## src/rtl/dmt_timing_gen_pkg.sv

```systemverilog
// Shared types and constants for the DMT timing generator: 720p defaults,
// region encoding and the flag word carried through the DAT_LEAD pipeline.
package dmt_timing_gen_pkg;

    localparam int unsigned DEF_H_W     = 12;
    localparam int unsigned DEF_V_W     = 11;
    localparam int unsigned DEF_720P_HA  = 1280;
    localparam int unsigned DEF_720P_HFP = 110;
    localparam int unsigned DEF_720P_HS  = 40;
    localparam int unsigned DEF_720P_HBP = 220;
    localparam int unsigned DEF_720P_VA  = 720;
    localparam int unsigned DEF_720P_VFP = 5;
    localparam int unsigned DEF_720P_VS  = 5;
    localparam int unsigned DEF_720P_VBP = 20;

    typedef enum logic [1:0] {
        REG_ACTIVE,
        REG_FP,
        REG_SYNC,
        REG_BP
    } region_e;

    // Polarity bits are stored relative to the reset polarity so a zeroed
    // pipeline entry decodes to the inactive sync level.
    typedef struct packed {
        logic active;
        logic hs;
        logic vs;
        logic hpol_x;
        logic vpol_x;
    } vid_flags_t;

    localparam int unsigned FLAGS_W = $bits(vid_flags_t);

    function automatic region_e region_of(input logic [31:0] cnt,
                                          input logic [31:0] a_end,
                                          input logic [31:0] fp_end,
                                          input logic [31:0] sync_end);
        if (cnt < a_end)         return REG_ACTIVE;
        else if (cnt < fp_end)   return REG_FP;
        else if (cnt < sync_end) return REG_SYNC;
        else                     return REG_BP;
    endfunction

endpackage

```

## src/rtl/vid_delay_line.sv

```systemverilog
// Fixed-depth shift register with synchronous reset to zero; depth 0 is a wire.
module vid_delay_line #(
    parameter int unsigned WIDTH = 1,
    parameter int unsigned DEPTH = 1
) (
    input  logic             clk,
    input  logic             rst,
    input  logic [WIDTH-1:0] d,
    output logic [WIDTH-1:0] q
);

    generate
        if (DEPTH == 0) begin : g_pass
            logic unused_clk_rst;
            assign unused_clk_rst = clk ^ rst;
            assign q = d;
        end else begin : g_shift
            logic [WIDTH-1:0] sr [DEPTH];

            always_ff @(posedge clk) begin
                if (rst) begin
                    for (int i = 0; i < int'(DEPTH); i++) sr[i] <= '0;
                end else begin
                    sr[0] <= d;
                    for (int i = 1; i < int'(DEPTH); i++) sr[i] <= sr[i-1];
                end
            end

            assign q = sr[DEPTH-1];
        end
    endgenerate

endmodule

```

## src/rtl/dmt_timing_gen.sv

```systemverilog
// Runtime-reprogrammable DMT timing generator: lead-time pixel request on the
// user side, delayed de/hsync/vsync/data towards the TMDS encoder.
module dmt_timing_gen
    import dmt_timing_gen_pkg::*;
#(
    parameter int unsigned DW       = 24,
    parameter int unsigned H_W      = DEF_H_W,
    parameter int unsigned V_W      = DEF_V_W,
    parameter int unsigned DAT_LEAD = 2,
    parameter int unsigned DEF_HA   = DEF_720P_HA,
    parameter int unsigned DEF_HFP  = DEF_720P_HFP,
    parameter int unsigned DEF_HS   = DEF_720P_HS,
    parameter int unsigned DEF_HBP  = DEF_720P_HBP,
    parameter int unsigned DEF_VA   = DEF_720P_VA,
    parameter int unsigned DEF_VFP  = DEF_720P_VFP,
    parameter int unsigned DEF_VS   = DEF_720P_VS,
    parameter int unsigned DEF_VBP  = DEF_720P_VBP,
    parameter int unsigned DEF_HPOL = 1,
    parameter int unsigned DEF_VPOL = 1
) (
    input  logic           clk,
    input  logic           rst,
    input  logic           en,
    input  logic [H_W-1:0] cfg_h_active,
    input  logic [H_W-1:0] cfg_h_fp,
    input  logic [H_W-1:0] cfg_h_sync,
    input  logic [H_W-1:0] cfg_h_bp,
    input  logic [V_W-1:0] cfg_v_active,
    input  logic [V_W-1:0] cfg_v_fp,
    input  logic [V_W-1:0] cfg_v_sync,
    input  logic [V_W-1:0] cfg_v_bp,
    input  logic           cfg_hs_pol,
    input  logic           cfg_vs_pol,
    input  logic           cfg_load,
    output logic           cfg_busy,
    output logic           cfg_err,
    output logic [H_W-1:0] hcount,
    output logic [V_W-1:0] vcount,
    output logic           dat_rdy,
    output logic           frame_start,
    input  logic [DW-1:0]  dat_in,
    output logic [DW-1:0]  dat_out,
    output logic           hsync,
    output logic           vsync,
    output logic           de
);

    localparam int unsigned HC_W = H_W + 2;
    localparam int unsigned VC_W = V_W + 2;

    logic [H_W-1:0]  ha_q, hfp_q, hs_q, hbp_q, p_ha, p_hfp, p_hs, p_hbp;
    logic [V_W-1:0]  va_q, vfp_q, vs_q, vbp_q, p_va, p_vfp, p_vs, p_vbp;
    logic            hpol_q, vpol_q, p_hpol, p_vpol;
    logic [HC_W-1:0] hcnt, h_a, h_af, h_afs, h_t;
    logic [VC_W-1:0] vcnt, v_a, v_af, v_afs, v_t;
    region_e         h_reg, v_reg;
    logic            act, wrap, apply_ok, cfg_ok, hpol_eff, vpol_eff;
    vid_flags_t      flags_in, flags_q, flags_dl;
    logic [FLAGS_W-1:0] dl_q;

    // Region boundaries at widened precision so the totals never overflow.
    always_comb begin
        h_a   = HC_W'(ha_q);
        h_af  = h_a + HC_W'(hfp_q);
        h_afs = h_af + HC_W'(hs_q);
        h_t   = h_afs + HC_W'(hbp_q);
        v_a   = VC_W'(va_q);
        v_af  = v_a + VC_W'(vfp_q);
        v_afs = v_af + VC_W'(vs_q);
        v_t   = v_afs + VC_W'(vbp_q);
        h_reg = region_of(32'(hcnt), 32'(h_a), 32'(h_af), 32'(h_afs));
        v_reg = region_of(32'(vcnt), 32'(v_a), 32'(v_af), 32'(v_afs));
        act   = en && (h_reg == REG_ACTIVE) && (v_reg == REG_ACTIVE);
        wrap  = en && (hcnt == h_t - HC_W'(1)) && (vcnt == v_t - VC_W'(1));
        apply_ok = wrap || !en;
        cfg_ok = (cfg_h_active != '0) && (cfg_h_fp != '0) && (cfg_h_sync != '0)
              && (cfg_h_bp != '0) && (cfg_v_active != '0) && (cfg_v_fp != '0)
              && (cfg_v_sync != '0) && (cfg_v_bp != '0);
        flags_in = '{active: act,
                     hs:     en && (h_reg == REG_SYNC),
                     vs:     en && (v_reg == REG_SYNC),
                     hpol_x: hpol_q ^ 1'(DEF_HPOL),
                     vpol_x: vpol_q ^ 1'(DEF_VPOL)};
        flags_dl = vid_flags_t'(dl_q);
        hpol_eff = flags_dl.hpol_x ^ 1'(DEF_HPOL);
        vpol_eff = flags_dl.vpol_x ^ 1'(DEF_VPOL);
    end

    // Counters and the pending/active configuration registers.
    always_ff @(posedge clk) begin
        if (rst) begin
            hcnt <= '0;  vcnt <= '0;
            ha_q <= H_W'(DEF_HA);  hfp_q <= H_W'(DEF_HFP);
            hs_q <= H_W'(DEF_HS);  hbp_q <= H_W'(DEF_HBP);
            va_q <= V_W'(DEF_VA);  vfp_q <= V_W'(DEF_VFP);
            vs_q <= V_W'(DEF_VS);  vbp_q <= V_W'(DEF_VBP);
            hpol_q <= 1'(DEF_HPOL);  vpol_q <= 1'(DEF_VPOL);
            p_ha <= '0;  p_hfp <= '0;  p_hs <= '0;  p_hbp <= '0;
            p_va <= '0;  p_vfp <= '0;  p_vs <= '0;  p_vbp <= '0;
            p_hpol <= 1'b0;  p_vpol <= 1'b0;
            cfg_busy <= 1'b0;
            cfg_err  <= 1'b0;
        end else begin
            if (!en) begin
                hcnt <= '0;
                vcnt <= '0;
            end else if (hcnt == h_t - HC_W'(1)) begin
                hcnt <= '0;
                vcnt <= (vcnt == v_t - VC_W'(1)) ? '0 : vcnt + VC_W'(1);
            end else begin
                hcnt <= hcnt + HC_W'(1);
            end

            cfg_err <= cfg_load && !cfg_ok;
            if (cfg_load && cfg_ok && apply_ok) begin
                ha_q <= cfg_h_active;  hfp_q <= cfg_h_fp;
                hs_q <= cfg_h_sync;    hbp_q <= cfg_h_bp;
                va_q <= cfg_v_active;  vfp_q <= cfg_v_fp;
                vs_q <= cfg_v_sync;    vbp_q <= cfg_v_bp;
                hpol_q <= cfg_hs_pol;  vpol_q <= cfg_vs_pol;
                cfg_busy <= 1'b0;
            end else if (cfg_load && cfg_ok) begin
                p_ha <= cfg_h_active;  p_hfp <= cfg_h_fp;
                p_hs <= cfg_h_sync;    p_hbp <= cfg_h_bp;
                p_va <= cfg_v_active;  p_vfp <= cfg_v_fp;
                p_vs <= cfg_v_sync;    p_vbp <= cfg_v_bp;
                p_hpol <= cfg_hs_pol;  p_vpol <= cfg_vs_pol;
                cfg_busy <= 1'b1;
            end else if (cfg_busy && apply_ok) begin
                ha_q <= p_ha;  hfp_q <= p_hfp;  hs_q <= p_hs;  hbp_q <= p_hbp;
                va_q <= p_va;  vfp_q <= p_vfp;  vs_q <= p_vs;  vbp_q <= p_vbp;
                hpol_q <= p_hpol;  vpol_q <= p_vpol;
                cfg_busy <= 1'b0;
            end
        end
    end

    // Request stage and video output register.
    always_ff @(posedge clk) begin
        if (rst) begin
            dat_rdy     <= 1'b0;
            frame_start <= 1'b0;
            hcount      <= '0;
            vcount      <= '0;
            flags_q     <= '0;
            de          <= 1'b0;
            hsync       <= ~1'(DEF_HPOL);
            vsync       <= ~1'(DEF_VPOL);
            dat_out     <= '0;
        end else begin
            dat_rdy     <= act;
            frame_start <= act && (hcnt == '0) && (vcnt == '0);
            hcount      <= act ? H_W'(hcnt) : '0;
            vcount      <= act ? V_W'(vcnt) : '0;
            flags_q     <= flags_in;
            de          <= flags_dl.active;
            hsync       <= flags_dl.hs ? hpol_eff : ~hpol_eff;
            vsync       <= flags_dl.vs ? vpol_eff : ~vpol_eff;
            dat_out     <= flags_dl.active ? dat_in : '0;
        end
    end

    vid_delay_line #(
        .WIDTH (FLAGS_W),
        .DEPTH (DAT_LEAD)
    ) u_flag_dly (
        .clk (clk),
        .rst (rst),
        .d   (flags_q),
        .q   (dl_q)
    );

endmodule

```

## config.mk

```make
export PLATFORM = sky130hd
export DESIGN_NAME = dmt_timing_gen
export DESIGN_NICKNAME = d
export VERILOG_FILES = /design/src/rtl/dmt_timing_gen_pkg.sv /design/src/rtl/vid_delay_line.sv /design/src/rtl/dmt_timing_gen.sv
export SDC_FILE = /design/constraint.sdc
export NUM_CORES = 1
export LEC_CHECK = 0
export BUFFER_PORTS_ARGS = -buffer_cell sky130_fd_sc_hd__buf_2
export CAP_MARGIN = 10
export CORE_UTILIZATION = 44
export DETAILED_ROUTE_END_ITERATION = 8
export HOLD_SLACK_MARGIN = 0.05
export REMOVE_ABC_BUFFERS = 1
export SLEW_MARGIN = 5
export SYNTH_ARGS = -nofsm -noshare
export SYNTH_HDL_FRONTEND = slang
export SYNTH_SLANG_ARGS = --single-unit
```

## constraint.sdc

```tcl
create_clock -name clk -period 12.05 [get_ports clk]
set_input_delay 0 -clock clk [delete_from_list [all_inputs] [get_ports clk]]
set_output_delay 0 -clock clk [all_outputs]
set_load 0.01 [all_outputs]
```

# After elaboration in Yosys (flattened, before gate mapping)
# Memory sizes are Yosys's and may differ from the RTL's.
# Cells that the tools add are included.
# word_totals
regBits	273
word_cells	157
ramBits	10
mem_count	1
out_inout_bits	54
# mem_list
memory	words	width	rd	rd_clocked_by_memory_dff	write_ports	line_no	source
u_flag_dly.g_shift.sr	2	5	2	0	2	vid_delay_line.sv:18	logic [WIDTH-1:0] sr [DEPTH];
# op_classes
bitwise	10
order_cmp	6
n_addsub	10
n_eq_ne	5
reduce_logical	43
muxes	46
# op_table
operator	n
$mux W12	12
$mux W11	12
$reduce_bool A12 Y1	4
$reduce_bool A11 Y1	4
$logic_and A1 B1 Y1	19
$mux W1	15
$add A13 B12 Y14	1
$add A14 B1 Y14 const B	1
$add A14 B12 Y14	1
$eq A14 B14 Y1	1
$logic_not A14 Y1	1
$lt A14 B12 Y1	1
$lt A14 B13 Y1	1
$lt A14 B14 Y1	1
$sub A14 B1 Y14 const B	1
$add A12 B11 Y13	1
$add A12 B12 Y13	1
$add A13 B1 Y13 const B	1
$add A13 B11 Y13	1
$eq A13 B13 Y1	1
$logic_not A13 Y1	1
$lt A13 B11 Y1	1
$lt A13 B12 Y1	1
$lt A13 B13 Y1	1
16 further kinds	36

# Logic depth before layout (Yosys ltp)
# logic_depth
depth_word	12
mapped_depth	31
ltp_nobuf	28

# By module
# From an unflattened synthesis, not the netlist that was laid out.
# hier_totals
hier_cells	1974
area_unflattened_um2	17169.0
# by_module_without_submodules
mod	n_inst	area_per_inst_um2	seq_area_each_um2	cells_per_inst
dmt_timing_gen	1	16868.7	5465.2	1949
vid_delay_line	1	300.3	200.2	25

# Worst setup path after synthesis
# Ideal clock, no wire load.
# synth_path
path_type	reg-to-reg
startpoint	reg ha_q[1]
endpoint	reg p_va[8]
period_less_slack_ns	5.916
path_slack_ns	6.134
arrival_time_ns	5.789
stages_incl_launch_ff	29
t_required_ns	11.922
n_path_buf	3
path_cell_list	dfxtp_1 > ha_1 > a21o_1 > a21oi_1 > o21bai_1 > a21oi_1 > nor2b_1 > o21a_1 > nor2_1 > xnor2_1 > ha_1 > or4_1 > o21ai_0 > xor2_1 > ha_1 > inv_1 > ha_1 > a2111o_1 > o2111ai_2 > nand2_2 > o311ai_2 > xnor2_1 > mux2_2 > a31o_1 > clkbuf_1 > buf_4 > buf_6 > mux2i_1 > nor2_1
# synth_between
elab_chain_len	11
# synth_lines
element	line_no	source
start, declared	dmt_timing_gen.sv:51	logic [H_W-1:0] ha_q, hfp_q, hs_q, hbp_q, p_ha, p_hfp, p_hs, p_hbp;
start signal, assigned	dmt_timing_gen.sv:93	ha_q <= H_W'(DEF_HA); hfp_q <= H_W'(DEF_HFP);
start signal, assigned	dmt_timing_gen.sv:116	ha_q <= cfg_h_active; hfp_q <= cfg_h_fp;
start signal, assigned	dmt_timing_gen.sv:130	ha_q <= p_ha; hfp_q <= p_hfp; hs_q <= p_hs; hbp_q <= p_hbp;
$add A12 B12 Y13	dmt_timing_gen.sv:64	h_af = h_a + HC_W'(hfp_q);
$add A13 B12 Y14	dmt_timing_gen.sv:65	h_afs = h_af + HC_W'(hs_q);
$add A14 B12 Y14	dmt_timing_gen.sv:66	h_t = h_afs + HC_W'(hbp_q);
$sub A14 B1 Y14	dmt_timing_gen.sv:74	wrap = en && (hcnt == h_t - HC_W'(1)) && (vcnt == v_t - VC_W'(1));
$eq A14 B14 Y1	dmt_timing_gen.sv:74	
$logic_and A1 B1 Y1 (2 in series)	dmt_timing_gen.sv:74	
$logic_or A1 B1 Y1	dmt_timing_gen.sv:75	apply_ok = wrap || !en;
$logic_and A1 B1 Y1	dmt_timing_gen.sv:115	if (cfg_load && cfg_ok && apply_ok) begin
$not A1 Y1 (no source line)	n/a	
$reduce_and A2 Y1 (no source line)	n/a	
end signal, assigned	dmt_timing_gen.sv:125	p_va <= cfg_v_active; p_vfp <= cfg_v_fp;
end, declared	dmt_timing_gen.sv:52	logic [V_W-1:0] va_q, vfp_q, vs_q, vbp_q, p_va, p_vfp, p_vs, p_vbp;
# No other way between the ends.
# A chain may end at the register's enable or synchronous reset.

# Final worst setup path
# layout_path
startpoint	reg ha_q[0]
endpoint	reg p_hfp[1]
# layout_between
elab_chain_len	11
# layout_lines
element	line_no	source
$add A12 B12 Y13	dmt_timing_gen.sv:64	
$add A13 B12 Y14	dmt_timing_gen.sv:65	
$add A14 B12 Y14	dmt_timing_gen.sv:66	
$sub A14 B1 Y14	dmt_timing_gen.sv:74	
$eq A14 B14 Y1	dmt_timing_gen.sv:74	
$logic_and A1 B1 Y1 (2 in series)	dmt_timing_gen.sv:74	
$logic_or A1 B1 Y1	dmt_timing_gen.sv:75	
$logic_and A1 B1 Y1	dmt_timing_gen.sv:115	
$not A1 Y1 (no source line)	n/a	
$reduce_and A2 Y1 (no source line)	n/a	
end signal, assigned	dmt_timing_gen.sv:123	p_ha <= cfg_h_active; p_hfp <= cfg_h_fp;
end, declared	dmt_timing_gen.sv:51	
# No other way between the ends.

==> out/results.txt <==
Distinct cell type count of the synthesized netlist - 82
Total Nets Final - 2,389
Layout cells sized above 1 - 0.150
Largest net degree at the start of global routing - 160
Total CTS buffers - 34
PD cells - 156 nW/um2
Syn. warnings - 0
# port buffers - 175
Max Cap Violations - 0
Post-DR wirelength/cell - 16.3 um
Gate Count Post-Synth - 1,805
Worst Setup SP - ha_q[0]$_SDFFE_PP0P_
Core Area - 36,700 um2
Die X - 195 um
CTS tree - yes
Reg2reg end - p_hfp[1]$_SDFFE_PP0P_
Die area - 38,100 um2
Outcome - completed
Hold Path Class - in2reg
Core Rows - 70
Final Cell Area - 20,300 um2
Die height - 195 um
Synth async-reset ratio - 0
Reg2Reg Depth - 29
Area Overhead vs Synth - 23.8%
CP endpoint - p_hfp[1]$_SDFFE_PP0P_
Count leader, synth - dfxtp_1
Main flop type after synthesis - dfxtp_1
Slowest cell on crit path - a31o_4
Cell taking the most area after synthesis - dfxtp_1
Max_slew headroom - 0.326
RSZ-0062 raised after global routing - false
Routed vias/inst - 5.21
Hold Slack - 0.191 ns
F_max - 124 MHz
Skew-Pair Late Insertion Delay - 0.54 ns
Synthesis-stage register bit count - 283
Syn Area/Cell - 9.10 um2
# H-tree levels - 2
R2r setup slk - 3.96 ns
Final WL - 42,400 um
Residual DRC count - 0
Cell count after placement - 2,384
Worst-path clk slew - 0.06 ns
Setup Viol. Count Final - 0
Area contributors post-synth - dfxtp_1 34%, ha_1 12%, mux2i_1 8.1%
Ports - 176
Initial Utilization - 0.448
Vias in the first global route - 13,300
Fin crit share - 0.671
Actual slew at the worst max-slew pin - 1.01 ns
Commonest cells in the synthesized netlist - 283 x dfxtp_1, 230 x nor2_1, 159 x ha_1, 139 x inv_1, 133 x mux2i_1
CP Class - reg2reg
Largest stage delay on the critical path - 0.85 ns
Most used cell along the critical path - ha_1
Critical Path End Type - flop
Final cell count without fillers - 2,595
Diodes inserted - 0
Reg-to-reg critical path startpoint - ha_q[0]$_SDFFE_PP0P_
Total grt overflow - 0
Period minus WS final - 8.09 ns
Leakage - 9.69 nW
Startpoint Class - flop
Crit Path Max Fanout - 49
Via Count - 13,500
Sink Count - 283
Setup TNS Final - 0 ns
GRT Util Overall - 0.224
WP data required - 12.47 ns
Post-CTS Resized - 0
Clock Skews - 0.0244 ns
Slew Viols, Final - 0
Antenna violation net count after detailed routing - 0
Synth top area share - 0.345
Initial antenna violation count - 0
Worst IR Drop VDD - 0.0878 mV
Root buffer cell - clkbuf_16
Longest Clk Path Bufs - 3
Placer Congestion - 0.876
DRT Pass-1 Iters - 4
Post-synth EDFFs - 0
Final Hold Fails - 0
Initial DRC Count - 636
Arrival time of the worst setup path - 8.51 ns
Post-Syn Area - 16,400 um2
Seq/Total Area, Yosys - 0.345
Placed Area - 17,700 um2
Post-DP HPWL - 30,100 um
First-pass GRT wire length - 68,800 um
-- metrics by stage --
stage	total power, W	setup slack (ns)	utilization
after global routing	0.00336	3.28	0.554
after detailed placement	0.00207	4.49	0.481
after global placement	0.00206	4.62	0.481
after floorplan	0.00184	3.56	-
final	0.00317	3.96	0.554
after CTS	0.00319	3.93	0.554
-- report_power, final --
group / internal (W) / switching [W]
sequential: 0.000974 / 0.0000217
combinational: 0.000498 / 0.000603
clock: 0.000652 / 0.000418
-- critical path: cells and delay by family (launching register included) --
family / cells / cell delay (ns)
compound gates: 11 / 2.65
buf+inv: 3 / 1.45
fa+ha+maj: 4 / 1.25
simple gates: 6 / 1.05
xor+xnor: 3 / 0.58
mux: 2 / 0.58
flops: 1 / 0.35
-- layout make-up --
| class | count | area [um2] |
|---|---|---|
| Timing Repair Buffer | 343 | 2530 |
| Inverter | 139 | 522 |
| Tap cell | 468 | 586 |
| Clock buffer | 48 | 1000 |
| Sequential cell | 283 | 5670 |
| Fill cell | 3315 | 16400 |
| Multi-Input combinational cell | 1301 | 9850 |
| Clock inverter | 13 | 176 |
-- kinds of logic after synthesis --
logic type / share of synthesized area
AND/OR/NAND/NOR: 0.163
AO/OA/AOI/OAI: 0.138
flip-flops: 0.345
buffers and inverters: 0.0566
multiplexers: 0.108
adder cells (fa/ha/maj): 0.128
XOR/XNOR: 0.0611
-- routing by layer --
layer	GRT usage	up-vias	wire, um
met5	0	-	0
met4	0.0831	0	1190
met3	0.0304	71	1560
met2	0.352	274	18400
met1	0.311	6246	21300
li1	-	6924	-
-- state kept, by name, indices dropped and copies added, names as in the netlist, 5 cells and up --
| register | flops |
|---|---|
| dat_out | 24 |
| flags_q | 5 |
| ha_q | 12 |
| hbp_q | 12 |
| hcnt | 14 |
| hcount | 12 |
| hfp_q | 12 |
| hs_q | 12 |
| p_ha | 12 |
| p_hbp | 12 |
| p_hfp | 12 |
| p_hs | 12 |
| p_va | 11 |
| p_vbp | 11 |
| p_vfp | 11 |
| p_vs | 11 |
| u_flag_dly.g_shift.sr | 10 |
| va_q | 11 |
| vbp_q | 11 |
| vcnt | 13 |
| vcount | 11 |
| vfp_q | 11 |
| vs_q | 11 |
-- layout by cell type (no fill, tap or decap), types with 31 or more instances in the layout --
cell           count
a211oi_1          68
a21o_1            31
a21oi_1           82
and2_1            41
buf_2            174
clkbuf_16         35
dfxtp_1          283
dlygate4sd3_1    150
ha_1             159
inv_1            139
mux2_2            40
mux2i_1          133
nand2_1           32
nand3_1           34
nor2_1           230
nor2b_1           74
o21ai_0           31
xnor2_1           72
xor2_1            37
-- how the worst min path moves through the flow --
stage,from,endpoint,cells past startpoint
5_1_grt,dat_in[7],dat_out[7]$_SDFF_PP0_,3
4_1_cts,dat_in[16],dat_out[16]$_SDFF_PP0_,3
6_report,dat_in[7],dat_out[7]$_SDFF_PP0_,3
3_5_place_dp,dat_in[4],dat_out[4]$_SDFF_PP0_,2
3_3_place_gp,dat_in[19],dat_out[19]$_SDFF_PP0_,2
2_1_floorplan,rst,u_flag_dly.g_shift.sr[0][0]$_SDFF_PP0_,1
-- timing repair --
action | 4_1_cts | 5_1_grt
hold endpoints to repair | 225 | 0
hold buffers | 150 | 0
setup buffers | 0 | 0
(Power assumes the default switching activity.)
